[config.mk]
export PLATFORM = sky130hd
export DESIGN_NAME = pipe_hazard_ctrl_flat
export DESIGN_NICKNAME = d
export VERILOG_FILES = /design/src/rtl/pipe_hazard_ctrl_pkg.sv /design/src/rtl/pipe_hazard_ctrl_if.sv /design/src/rtl/pipe_hazard_ctrl_lmsm_seq.sv /design/src/rtl/pipe_hazard_ctrl.sv /design/src/flat_wrapper.sv
export SDC_FILE = /design/constraint.sdc
export NUM_CORES = 1
export LEC_CHECK = 0
export ABC_AREA = 1
export BUFFER_PORTS_ARGS = -buffer_cell sky130_fd_sc_hd__buf_2
export CORE_ASPECT_RATIO = 1.25
export CORE_UTILIZATION = 45
export DETAILED_ROUTE_END_ITERATION = 16
export PLACE_DENSITY = 0.89
export REMOVE_ABC_BUFFERS = 1
export SYNTH_ARGS = -nofsm -noshare
export SYNTH_HDL_FRONTEND = slang
export SYNTH_SLANG_ARGS = --single-unit
[constraint.sdc]
create_clock -name clk -period 3.9 [get_ports clk]
set_clock_uncertainty 0.2 [all_clocks]
set_input_delay 0.195 -clock clk [delete_from_list [all_inputs] [get_ports clk]]
set_output_delay 0.195 -clock clk [all_outputs]
set_load 0.01 [all_outputs]
[src/rtl/pipe_hazard_ctrl_pkg.sv]
// Shared types and constants for the pipeline hazard controller.
// The optional performance counters are enabled with HAZ_PERF_CNT_EN.
package pipe_ctrl_pkg;

  localparam int NREG_DEF  = 8;
  localparam int REG_W_DEF = 3;
  localparam int CNT_W_DEF = 16;

  typedef enum logic {
    IDLE = 1'b0,
    SEQ  = 1'b1
  } lmsm_state_e;

  // Opcodes the decoder uses to derive id_is_lmsm and ex_is_load
  localparam logic [3:0] OP_LW = 4'b0100;
  localparam logic [3:0] OP_LM = 4'b1100;
  localparam logic [3:0] OP_SM = 4'b1101;

  function automatic logic is_lmsm_op(input logic [3:0] op);
    return (op == OP_LM) || (op == OP_SM);
  endfunction

endpackage

[src/rtl/pipe_hazard_ctrl_if.sv]
// Hazard inputs from the pipeline and stall/flush controls back to it.
// The master side is the hazard controller; the slave side is the datapath.
interface pipe_hazard_ctrl_if #(
  parameter int NREG  = pipe_ctrl_pkg::NREG_DEF,
  parameter int REG_W = pipe_ctrl_pkg::REG_W_DEF,
  parameter int CNT_W = pipe_ctrl_pkg::CNT_W_DEF
) ();

  logic             id_valid;
  logic [REG_W-1:0] id_rs1;
  logic [REG_W-1:0] id_rs2;
  logic             id_use_rs1;
  logic             id_use_rs2;
  logic             id_is_lmsm;
  logic [NREG-1:0]  id_lmsm_mask;
  logic             ex_is_load;
  logic             ex_wr_en;
  logic [REG_W-1:0] ex_dest;
  logic             ex_branch_taken;
  logic             mem_busy;

  logic             pc_en;
  logic             en_f2d;
  logic             en_d2e;
  logic             en_e2m;
  logic             en_m2w;
  logic             clr_f2d;
  logic             clr_d2e;
  logic             clr_e2m;
  logic             clr_m2w;
  logic [REG_W-1:0] lmsm_reg;
  logic             lmsm_active;
  logic             lmsm_last;
  logic [CNT_W-1:0] stall_cycles;
  logic [CNT_W-1:0] flush_count;

  modport master (
    input  id_valid, id_rs1, id_rs2, id_use_rs1, id_use_rs2,
           id_is_lmsm, id_lmsm_mask, ex_is_load, ex_wr_en, ex_dest,
           ex_branch_taken, mem_busy,
    output pc_en, en_f2d, en_d2e, en_e2m, en_m2w,
           clr_f2d, clr_d2e, clr_e2m, clr_m2w,
           lmsm_reg, lmsm_active, lmsm_last, stall_cycles, flush_count
  );

  modport slave (
    output id_valid, id_rs1, id_rs2, id_use_rs1, id_use_rs2,
           id_is_lmsm, id_lmsm_mask, ex_is_load, ex_wr_en, ex_dest,
           ex_branch_taken, mem_busy,
    input  pc_en, en_f2d, en_d2e, en_e2m, en_m2w,
           clr_f2d, clr_d2e, clr_e2m, clr_m2w,
           lmsm_reg, lmsm_active, lmsm_last, stall_cycles, flush_count
  );

endinterface

[src/rtl/pipe_hazard_ctrl_lmsm_seq.sv]
// Lowest-set-bit encoder for LM/SM masks: returns the index to issue and
// the mask with that bit removed.
module lmsm_seq
  import pipe_ctrl_pkg::*;
#(
  parameter int NREG  = NREG_DEF,
  parameter int REG_W = REG_W_DEF
) (
  input  logic [NREG-1:0]  mask,
  output logic [REG_W-1:0] index,
  output logic [NREG-1:0]  next_mask,
  output logic             last,
  output logic             any
);

  // Scan from the top so the lowest set bit is the final assignment
  always_comb begin
    index = '0;
    any   = 1'b0;
    for (int i = NREG - 1; i >= 0; i--) begin
      if (mask[i]) begin
        index = REG_W'(i);
        any   = 1'b1;
      end
    end
    next_mask = mask & (mask - NREG'(1));
    last      = any && (next_mask == '0);
  end

endmodule

[src/rtl/pipe_hazard_ctrl.sv]
// Stall/flush controller for the 5-stage pipeline with LM/SM sequencing.
// Define HAZ_PERF_CNT_EN to build the stall and flush counters.
module pipe_hazard_ctrl
  import pipe_ctrl_pkg::*;
#(
  parameter int NREG  = NREG_DEF,
  parameter int REG_W = REG_W_DEF,
  parameter int CNT_W = CNT_W_DEF
) (
  input  logic               clk,
  input  logic               rst_n,
  pipe_hazard_ctrl_if.master hif
);

  lmsm_state_e      state_q, state_d;
  logic [NREG-1:0]  mask_q, mask_d;

  logic [NREG-1:0]  seq_mask_in;
  logic [REG_W-1:0] seq_index;
  logic [NREG-1:0]  seq_next_mask;
  logic             seq_last;
  logic             seq_any;

  logic             load_use;
  logic             lmsm_start;
  logic             branch_apply;

  logic             pc_en;
  logic             en_f2d, en_d2e, en_e2m, en_m2w;
  logic             clr_f2d, clr_d2e, clr_e2m, clr_m2w;
  logic [REG_W-1:0] lmsm_reg;
  logic             lmsm_active;
  logic             lmsm_last;

  assign seq_mask_in = (state_q == SEQ) ? mask_q : hif.id_lmsm_mask;

  lmsm_seq #(
    .NREG  (NREG),
    .REG_W (REG_W)
  ) u_lmsm_seq (
    .mask      (seq_mask_in),
    .index     (seq_index),
    .next_mask (seq_next_mask),
    .last      (seq_last),
    .any       (seq_any)
  );

  assign load_use = hif.ex_is_load & hif.ex_wr_en & hif.id_valid &
                    ((hif.id_use_rs1 & (hif.id_rs1 == hif.ex_dest)) |
                     (hif.id_use_rs2 & (hif.id_rs2 == hif.ex_dest)));

  assign lmsm_start   = hif.id_valid & hif.id_is_lmsm;
  assign branch_apply = hif.ex_branch_taken & ~hif.mem_busy;

  always_ff @(posedge clk or negedge rst_n) begin
    if (!rst_n) begin
      state_q <= IDLE;
      mask_q  <= '0;
    end else begin
      state_q <= state_d;
      mask_q  <= mask_d;
    end
  end

  // Memory wait and load-use stalls freeze the sequencer in place
  always_comb begin
    state_d = state_q;
    mask_d  = mask_q;
    if (hif.mem_busy) begin
      state_d = state_q;
    end else if (hif.ex_branch_taken) begin
      state_d = IDLE;
      mask_d  = '0;
    end else if (load_use) begin
      state_d = state_q;
    end else if (state_q == SEQ) begin
      if (seq_last || !seq_any) begin
        state_d = IDLE;
        mask_d  = '0;
      end else begin
        mask_d  = seq_next_mask;
      end
    end else if (lmsm_start && seq_any && !seq_last) begin
      state_d = SEQ;
      mask_d  = seq_next_mask;
    end
  end

  always_comb begin
    pc_en       = 1'b1;
    en_f2d      = 1'b1;
    en_d2e      = 1'b1;
    en_e2m      = 1'b1;
    en_m2w      = 1'b1;
    clr_f2d     = 1'b0;
    clr_d2e     = 1'b0;
    clr_e2m     = 1'b0;
    clr_m2w     = 1'b0;
    lmsm_reg    = '0;
    lmsm_active = 1'b0;
    lmsm_last   = 1'b0;
    if (hif.mem_busy) begin
      pc_en   = 1'b0;
      en_f2d  = 1'b0;
      en_d2e  = 1'b0;
      en_e2m  = 1'b0;
      clr_m2w = 1'b1;
    end else if (hif.ex_branch_taken) begin
      clr_f2d = 1'b1;
      clr_d2e = 1'b1;
    end else if (load_use) begin
      pc_en   = 1'b0;
      en_f2d  = 1'b0;
      clr_d2e = 1'b1;
    end else if ((state_q == SEQ) || (lmsm_start && seq_any)) begin
      lmsm_active = seq_any;
      lmsm_reg    = seq_index;
      lmsm_last   = seq_last;
      if (seq_any && !seq_last) begin
        pc_en  = 1'b0;
        en_f2d = 1'b0;
      end
    end
    // Reset overrides everything so the pipeline registers hold bubbles
    if (!rst_n) begin
      pc_en       = 1'b0;
      en_f2d      = 1'b0;
      en_d2e      = 1'b0;
      en_e2m      = 1'b0;
      en_m2w      = 1'b0;
      clr_f2d     = 1'b1;
      clr_d2e     = 1'b1;
      clr_e2m     = 1'b1;
      clr_m2w     = 1'b1;
      lmsm_reg    = '0;
      lmsm_active = 1'b0;
      lmsm_last   = 1'b0;
    end
  end

  assign hif.pc_en       = pc_en;
  assign hif.en_f2d      = en_f2d;
  assign hif.en_d2e      = en_d2e;
  assign hif.en_e2m      = en_e2m;
  assign hif.en_m2w      = en_m2w;
  assign hif.clr_f2d     = clr_f2d;
  assign hif.clr_d2e     = clr_d2e;
  assign hif.clr_e2m     = clr_e2m;
  assign hif.clr_m2w     = clr_m2w;
  assign hif.lmsm_reg    = lmsm_reg;
  assign hif.lmsm_active = lmsm_active;
  assign hif.lmsm_last   = lmsm_last;

`ifdef HAZ_PERF_CNT_EN
  logic [CNT_W-1:0] stall_q, stall_d;
  logic [CNT_W-1:0] flush_q, flush_d;

  // Both counters saturate rather than wrap
  always_comb begin
    stall_d = stall_q;
    flush_d = flush_q;
    if (!pc_en && (stall_q != '1)) stall_d = stall_q + CNT_W'(1);
    if (branch_apply && (flush_q != '1)) flush_d = flush_q + CNT_W'(1);
  end

  always_ff @(posedge clk or negedge rst_n) begin
    if (!rst_n) begin
      stall_q <= '0;
      flush_q <= '0;
    end else begin
      stall_q <= stall_d;
      flush_q <= flush_d;
    end
  end

  assign hif.stall_cycles = stall_q;
  assign hif.flush_count  = flush_q;
`else
  assign hif.stall_cycles = '0;
  assign hif.flush_count  = '0;
`endif

endmodule

[src/flat_wrapper.sv]
// flat-port wrapper written by rule: the top's interface ports become plain ports
module pipe_hazard_ctrl_flat import pipe_ctrl_pkg::*;
#(
  parameter int NREG  = NREG_DEF,
  parameter int REG_W = REG_W_DEF,
  parameter int CNT_W = CNT_W_DEF
)
  (clk, rst_n, hif_id_valid, hif_id_rs1, hif_id_rs2, hif_id_use_rs1, hif_id_use_rs2, hif_id_is_lmsm, hif_id_lmsm_mask, hif_ex_is_load, hif_ex_wr_en, hif_ex_dest, hif_ex_branch_taken, hif_mem_busy, hif_pc_en, hif_en_f2d, hif_en_d2e, hif_en_e2m, hif_en_m2w, hif_clr_f2d, hif_clr_d2e, hif_clr_e2m, hif_clr_m2w, hif_lmsm_reg, hif_lmsm_active, hif_lmsm_last, hif_stall_cycles, hif_flush_count);
  pipe_hazard_ctrl_if #(.NREG(NREG), .REG_W(REG_W), .CNT_W(CNT_W)) hif_i ();
  input  logic clk;
  input  logic rst_n;
  input wire logic [$bits(hif_i.id_valid)-1:0] hif_id_valid;
  input wire logic [$bits(hif_i.id_rs1)-1:0] hif_id_rs1;
  input wire logic [$bits(hif_i.id_rs2)-1:0] hif_id_rs2;
  input wire logic [$bits(hif_i.id_use_rs1)-1:0] hif_id_use_rs1;
  input wire logic [$bits(hif_i.id_use_rs2)-1:0] hif_id_use_rs2;
  input wire logic [$bits(hif_i.id_is_lmsm)-1:0] hif_id_is_lmsm;
  input wire logic [$bits(hif_i.id_lmsm_mask)-1:0] hif_id_lmsm_mask;
  input wire logic [$bits(hif_i.ex_is_load)-1:0] hif_ex_is_load;
  input wire logic [$bits(hif_i.ex_wr_en)-1:0] hif_ex_wr_en;
  input wire logic [$bits(hif_i.ex_dest)-1:0] hif_ex_dest;
  input wire logic [$bits(hif_i.ex_branch_taken)-1:0] hif_ex_branch_taken;
  input wire logic [$bits(hif_i.mem_busy)-1:0] hif_mem_busy;
  output wire logic [$bits(hif_i.pc_en)-1:0] hif_pc_en;
  output wire logic [$bits(hif_i.en_f2d)-1:0] hif_en_f2d;
  output wire logic [$bits(hif_i.en_d2e)-1:0] hif_en_d2e;
  output wire logic [$bits(hif_i.en_e2m)-1:0] hif_en_e2m;
  output wire logic [$bits(hif_i.en_m2w)-1:0] hif_en_m2w;
  output wire logic [$bits(hif_i.clr_f2d)-1:0] hif_clr_f2d;
  output wire logic [$bits(hif_i.clr_d2e)-1:0] hif_clr_d2e;
  output wire logic [$bits(hif_i.clr_e2m)-1:0] hif_clr_e2m;
  output wire logic [$bits(hif_i.clr_m2w)-1:0] hif_clr_m2w;
  output wire logic [$bits(hif_i.lmsm_reg)-1:0] hif_lmsm_reg;
  output wire logic [$bits(hif_i.lmsm_active)-1:0] hif_lmsm_active;
  output wire logic [$bits(hif_i.lmsm_last)-1:0] hif_lmsm_last;
  output wire logic [$bits(hif_i.stall_cycles)-1:0] hif_stall_cycles;
  output wire logic [$bits(hif_i.flush_count)-1:0] hif_flush_count;
  assign hif_i.id_valid = hif_id_valid;
  assign hif_i.id_rs1 = hif_id_rs1;
  assign hif_i.id_rs2 = hif_id_rs2;
  assign hif_i.id_use_rs1 = hif_id_use_rs1;
  assign hif_i.id_use_rs2 = hif_id_use_rs2;
  assign hif_i.id_is_lmsm = hif_id_is_lmsm;
  assign hif_i.id_lmsm_mask = hif_id_lmsm_mask;
  assign hif_i.ex_is_load = hif_ex_is_load;
  assign hif_i.ex_wr_en = hif_ex_wr_en;
  assign hif_i.ex_dest = hif_ex_dest;
  assign hif_i.ex_branch_taken = hif_ex_branch_taken;
  assign hif_i.mem_busy = hif_mem_busy;
  assign hif_pc_en = hif_i.pc_en;
  assign hif_en_f2d = hif_i.en_f2d;
  assign hif_en_d2e = hif_i.en_d2e;
  assign hif_en_e2m = hif_i.en_e2m;
  assign hif_en_m2w = hif_i.en_m2w;
  assign hif_clr_f2d = hif_i.clr_f2d;
  assign hif_clr_d2e = hif_i.clr_d2e;
  assign hif_clr_e2m = hif_i.clr_e2m;
  assign hif_clr_m2w = hif_i.clr_m2w;
  assign hif_lmsm_reg = hif_i.lmsm_reg;
  assign hif_lmsm_active = hif_i.lmsm_active;
  assign hif_lmsm_last = hif_i.lmsm_last;
  assign hif_stall_cycles = hif_i.stall_cycles;
  assign hif_flush_count = hif_i.flush_count;
  pipe_hazard_ctrl #(.NREG(NREG), .REG_W(REG_W), .CNT_W(CNT_W)) u_core (.clk(clk), .rst_n(rst_n), .hif(hif_i));
endmodule
# After elaboration in Yosys (flattened, before gate mapping)
# Index checks and enable logic that the tools add are counted.
# op_classes
reduce_logical,12
bitwise_logic,9
eq_ne,3
add_sub_neg,1
muxes,61
# ops
op,count
$mux 8,6
$mux 1,42
$mux 3,13
$and 8x8->8,1
$logic_not 8->1,1
$sub 8x1->8 const B,1
$and 1x1->1,6
$eq 3x3->1,2
$logic_and 1x1->1,4
$reduce_and 3->1,1
$reduce_bool 3->1,1
$logic_not 1->1,2
$logic_or 1x1->1,2
$ne 2x2->1 const B,1
$reduce_and 2->1,1
$not 1->1,1
$or 1x1->1,1
# totals
word_cells,88
in_bits,27
output_inout_bits,46
ff_bits,9

# Longest topological paths before layout
# depth
ltp_word,18
ltp_mapped,16
depth_no_buf,15

# Hierarchy
# A second synthesis with hierarchy kept.
# hier_totals
hier_cells,227
area_unflattened_um2,1352.5
# by_module_without_submodules
module,cells_per_inst,instances,area_each_um2,seq_area_each_um2
pipe_hazard_ctrl,184,1,1123.6,225.2
lmsm_seq,43,1,229.0,0.0

# Worst setup path after synthesis
# OpenSTA, ideal clock, no wires.
# synth_path
path_kind,reg-to-output
startpoint,register u_core.state_q
endpoint,output hif_pc_en
path_stages_with_launch,12
t_arrival_ns,1.680
slack_ns,1.825
path_buffers,2
required_ns,3.505
cell_sequence,dfrtp_1 -> buf_4 -> nand2_1 -> nand2_4 -> nor2_4 -> nand2_2 -> nor2_4 -> nor2_1 -> nor2_2 -> nand2_1 -> a21oi_1 -> buf_4
# synth_via
elab_chain_cells,18
elab_cells_between_ends,23
classes_between,add/sub: 1; mux: 15; bitwise: 1; reduce/logical: 6
# synth_rtl
element,line,source
from (decl),pipe_hazard_ctrl.sv:15,"lmsm_state_e state_q, state_d;"
from (signal assigned),pipe_hazard_ctrl.sv:60,state_q <= state_d;
"parallel branches: the longest is 13 deep, another holds $sub 8x1->8",--,
$mux 1 * (5 in series),--,
to (decl),flat_wrapper.sv:24,output wire logic [$bits(hif_i.pc_en)-1:0] hif_pc_en;
# Every way passes the cells marked *.

# Worst setup path in the final report
# layout_path
startpoint,register u_core.state_q
endpoint,output hif_lmsm_reg[0]
# layout_via
elab_chain_cells,16
elab_cells_between_ends,24
classes_between,mux: 22; reduce/logical: 2
# layout_rtl
element,line,source
$mux 8,pipe_hazard_ctrl.sv:35,assign seq_mask_in = (state_q == SEQ) ? mask_q : hif.id_lmsm_mask;
$mux 1 (8 in series),pipe_hazard_ctrl_lmsm_seq.sv:21,if (mask[i]) begin
$logic_and 1x1->1,pipe_hazard_ctrl.sv:115,end else if ((state_q == SEQ) || (lmsm_start && seq_any)) begin
$logic_or 1x1->1,pipe_hazard_ctrl.sv:115,
$mux 3 *,pipe_hazard_ctrl.sv:115,
$mux 3 *,pipe_hazard_ctrl.sv:111,end else if (load_use) begin
$mux 3 *,pipe_hazard_ctrl.sv:108,end else if (hif.ex_branch_taken) begin
$mux 3 *,pipe_hazard_ctrl.sv:102,if (hif.mem_busy) begin
$mux 3 *,pipe_hazard_ctrl.sv:125,if (!rst_n) begin
to (decl),flat_wrapper.sv:33,output wire logic [$bits(hif_i.lmsm_reg)-1:0] hif_lmsm_reg;
# Mark *: on every way between the ends. The rest lies on a longest branch, timed or not.

==> flow_metrics.py <==
metrics = {
    "clock_tree": {
        "ctsResizeCount": 0,
        "insertion_delay_ps": 240,
        "clock_path_buffers": 2,
        "cts_buffers": 3,
        "clockRootBuffer": "clkbuf_4",
        "clock-sinks": 8,
        "htree_levels": 1,
        "cts_hold_buf": 1,
        "path_clk_slew_ps": 50,
        "cts_tree": "done",
        "post_cts_buffers": 0,
    },
    "drt": {
        "routed-via-count": 1148,
        "route.antenna.remaining_nets": 0,
        "via_per_inst": 4.284,
        "drt_iter0_markers": 32,
        "wl_per_cell_um": 8.769,
        "drc": 0,
        "dr.pass1.iters": 4,
        "wirelength_um": 2350,
    },
    "synth": {
        "synth.largest_area_cell": "buf_4",
        "syn_area_per_cell_sq_um": 6.161,
        "synthDominantCellAreaShare": 0.2227,
        "ys_ff_latch": 8,
        "synthCells": 197,
        "synth_edf_count": 0,
        "synth_most_common_cell": "nand2_1",
        "synth_commonest_cells": "nand2_1 (59), buf_4 (36), inv_1 (24)",
        "synth-main-ff-cell": "dfrtp_1",
        "yosys-top-cells-area": "buf_4 (22%), nand2_1 (18%), dfrtp_1 (16%), inv_1 (7.4%), nand2_4 (5.6%)",
        "yosysSeqAreaShare": 0.1649,
        "synth_async_sr_flop_share": 1.000,
        "syn_area_sq_um": 1214,
        "synth.distinct_cells": 23,
        "ys_warn_count": 0,
    },
    "min_path": {
        "min_to": "u_core.mask_q[6]$_DFFE_PN0P_",
        "min_from": "hif_ex_branch_taken",
        "hold_depth": 4,
        "holdCritPathClass": "primary input to flip-flop",
    },
    "power_and_ir_drop": {
        "power_density_nw_per_um2": 242.6,
        "peakVddDrop_uv": 133.8,
        "p_leak_nw": 0.8257,
        "p_total_uw": 320.9,
    },
    "floorplan": {
        "dieArea_sq_um": 2910,
        "die_x_um": 48.45,
        "start_util": 0.4850,
        "core_sq_um": 2502,
        "rows": 20,
        "pin_count": 73,
        "die_y_um": 60.07,
    },
    "sta": {
        "fin_crit_ps": 2681,
        "totalNegativeSetupSlack_ps": 0,
        "fmax_mhz": 373.0,
        "worst_pin_slew_ps": 563.7,
        "finalHoldViolCount": 0,
        "slew_headroom": 0.6225,
        "setup_violations": 0,
        "finalCritPeriodShare": 0.6875,
        "slew_viol_final": 0,
        "rsz0062_at_grt": "no",
    },
    "grt": {
        "grt_pass1_vias": 998,
        "grt_pass1_wl_um": 4008,
        "grtUsageTotal": 0.1767,
        "grt-ovfl-total": 0,
        "antenna_found_initial": 0,
        "grt_max_degree": 14,
    },
    "critical_path": {
        "worstPathCellList": "inv_2 > nand2_1 > nand3_2 > nor2_1 > nand2_1 > a31oi_1 > nor2_1 > nand3_1 > nor3_1 > buf_2",
        "startpoint_type": "flip-flop",
        "endpoint_kind": "output port",
        "worstRegToRegCells": 14,
        "cp_max_fo": 12,
        "r2r_start": "u_core.state_q$_DFFE_PN0P_",
        "max_stage_delay_ps": 490,
        "r2r_end": "u_core.mask_q[2]$_DFFE_PN0P_",
        "critPathKind": "flip-flop to output port",
        "r2r_slack_ps": 1650,
        "required_ps": 3500,
        "critPathBufInv": 2,
        "crit_family": "simple AND/OR/NAND/NOR gates",
        "slowest_stage": "dfrtp_1",
        "crit_arrival_ps": 2290,
    },
    "cells_and_area": {
        "area_growth_pct": 8.969,
        "diodes": 0,
        "fillCellCount": 260,
        "nNetsFinal": 264,
        "regArea_sq_um": 200.2,
        "multiInputGateArea_sq_um": 747.0,
        "drive_gt1_frac": 0.2809,
    },
    "outcome": {
        "status": "completed",
    },
    "placed_design": {
        "dp_hpwl_um": 2095,
        "place.gp.congestion": 0.9395,
        "io_buffers": 40,
    },
    "job": {
        "maxCapViolCount": 0,
    },
}
==> registers in the layout, indices dropped and copies added, names as in the netlist <==
name	flops
u_core.state_q	1
u_core.mask_q	7
==> layout by cell type (no fill, tap or decap) <==
cell type	n
dlygate4sd3_1	1
o2111ai_1	2
nor3_1	5
and3_1	1
dfrtp_1	8
inv_2	3
nand4_1	1
nand3_1	5
nor2_2	3
inv_1	24
o21ai_1	1
a21oi_1	4
buf_2	40
conb_1	32
clkbuf_4	3
nor2_4	2
o21ai_0	4
nor2_1	16
xnor2_1	4
nand3_2	2
a31oi_1	2
nand2_2	7
nand2_4	6
nand2_1	59
==> routing by layer <==
metal	track usage	part of all wire	vias to the layer above
met5	0	0	-
met4	0.08403	0.011	0
met3	0.02290	0.039	4
met2	0.3461	0.54	37
met1	0.1889	0.41	500
li1	-	-	607
==> worst min-delay path, cell delays in order <==
cell and delay, ps:
buf_2 100, nor3_1 50, nand3_1 70, nand2_1 50
==> through the flow <==
step                      std cells  hold WS [ps]  cell area [sq um]  setup WS, ps  utilization
after global placement          264        -131.3               1290          1528       0.5155
final                           268         68.19               1323          1219       0.5285
after CTS                       268         60.49               1323          1223       0.5285
after global routing            268         72.35               1323         977.8       0.5285
after detailed placement        264        -130.5               1290          1500       0.5155
after floorplan                 191        -300.6               1049          1730            -
==> layout make-up <==
type / instances / area share
well taps: 33 / 0.03122
inverters: 27 / 0.07663
flip-flops and latches: 8 / 0.1514
clock buffers: 3 / 0.01703
repair buffers: 41 / 0.1589
multi-input cells: 156 / 0.5648
==> kinds of logic (layout without fill, tap and decap cells) <==
kind of cell | Yosys count | count (layout) | share of synthesized area
AOI/OAI and AO/OA | 13 | 13 | 0.06185
xor gates and xnor gates | 4 | 4 | 0.02886
buffers and inverters | 64 | 71 | 0.3155
DFF | 8 | 8 | 0.1649
other | 1 | 32 | 0.003090
and+or+nand+nor | 107 | 107 | 0.4258
==> power by group <==
part	internal, mW	switching, mW
Sequential	0.0925	0.00798
Clock	0.0349	0.0233
Combinational	0.0546	0.108
Total	0.182	0.139
==> how the worst max path moves through the flow <==
stage,startpoint,to,slack [ps],cells past startpoint
2_1_floorplan,u_core.state_q$_DFFE_PN0P_,hif_en_f2d,1730,10
3_3_place_gp,u_core.state_q$_DFFE_PN0P_,hif_lmsm_reg[0],1530,10
3_5_place_dp,u_core.state_q$_DFFE_PN0P_,hif_lmsm_reg[0],1500,10
4_1_cts,u_core.state_q$_DFFE_PN0P_,hif_lmsm_reg[0],1220,10
5_1_grt,u_core.state_q$_DFFE_PN0P_,hif_lmsm_reg[0],980,10
6_report,u_core.state_q$_DFFE_PN0P_,hif_lmsm_reg[0],1220,10
(Power assumes the default switching activity.)
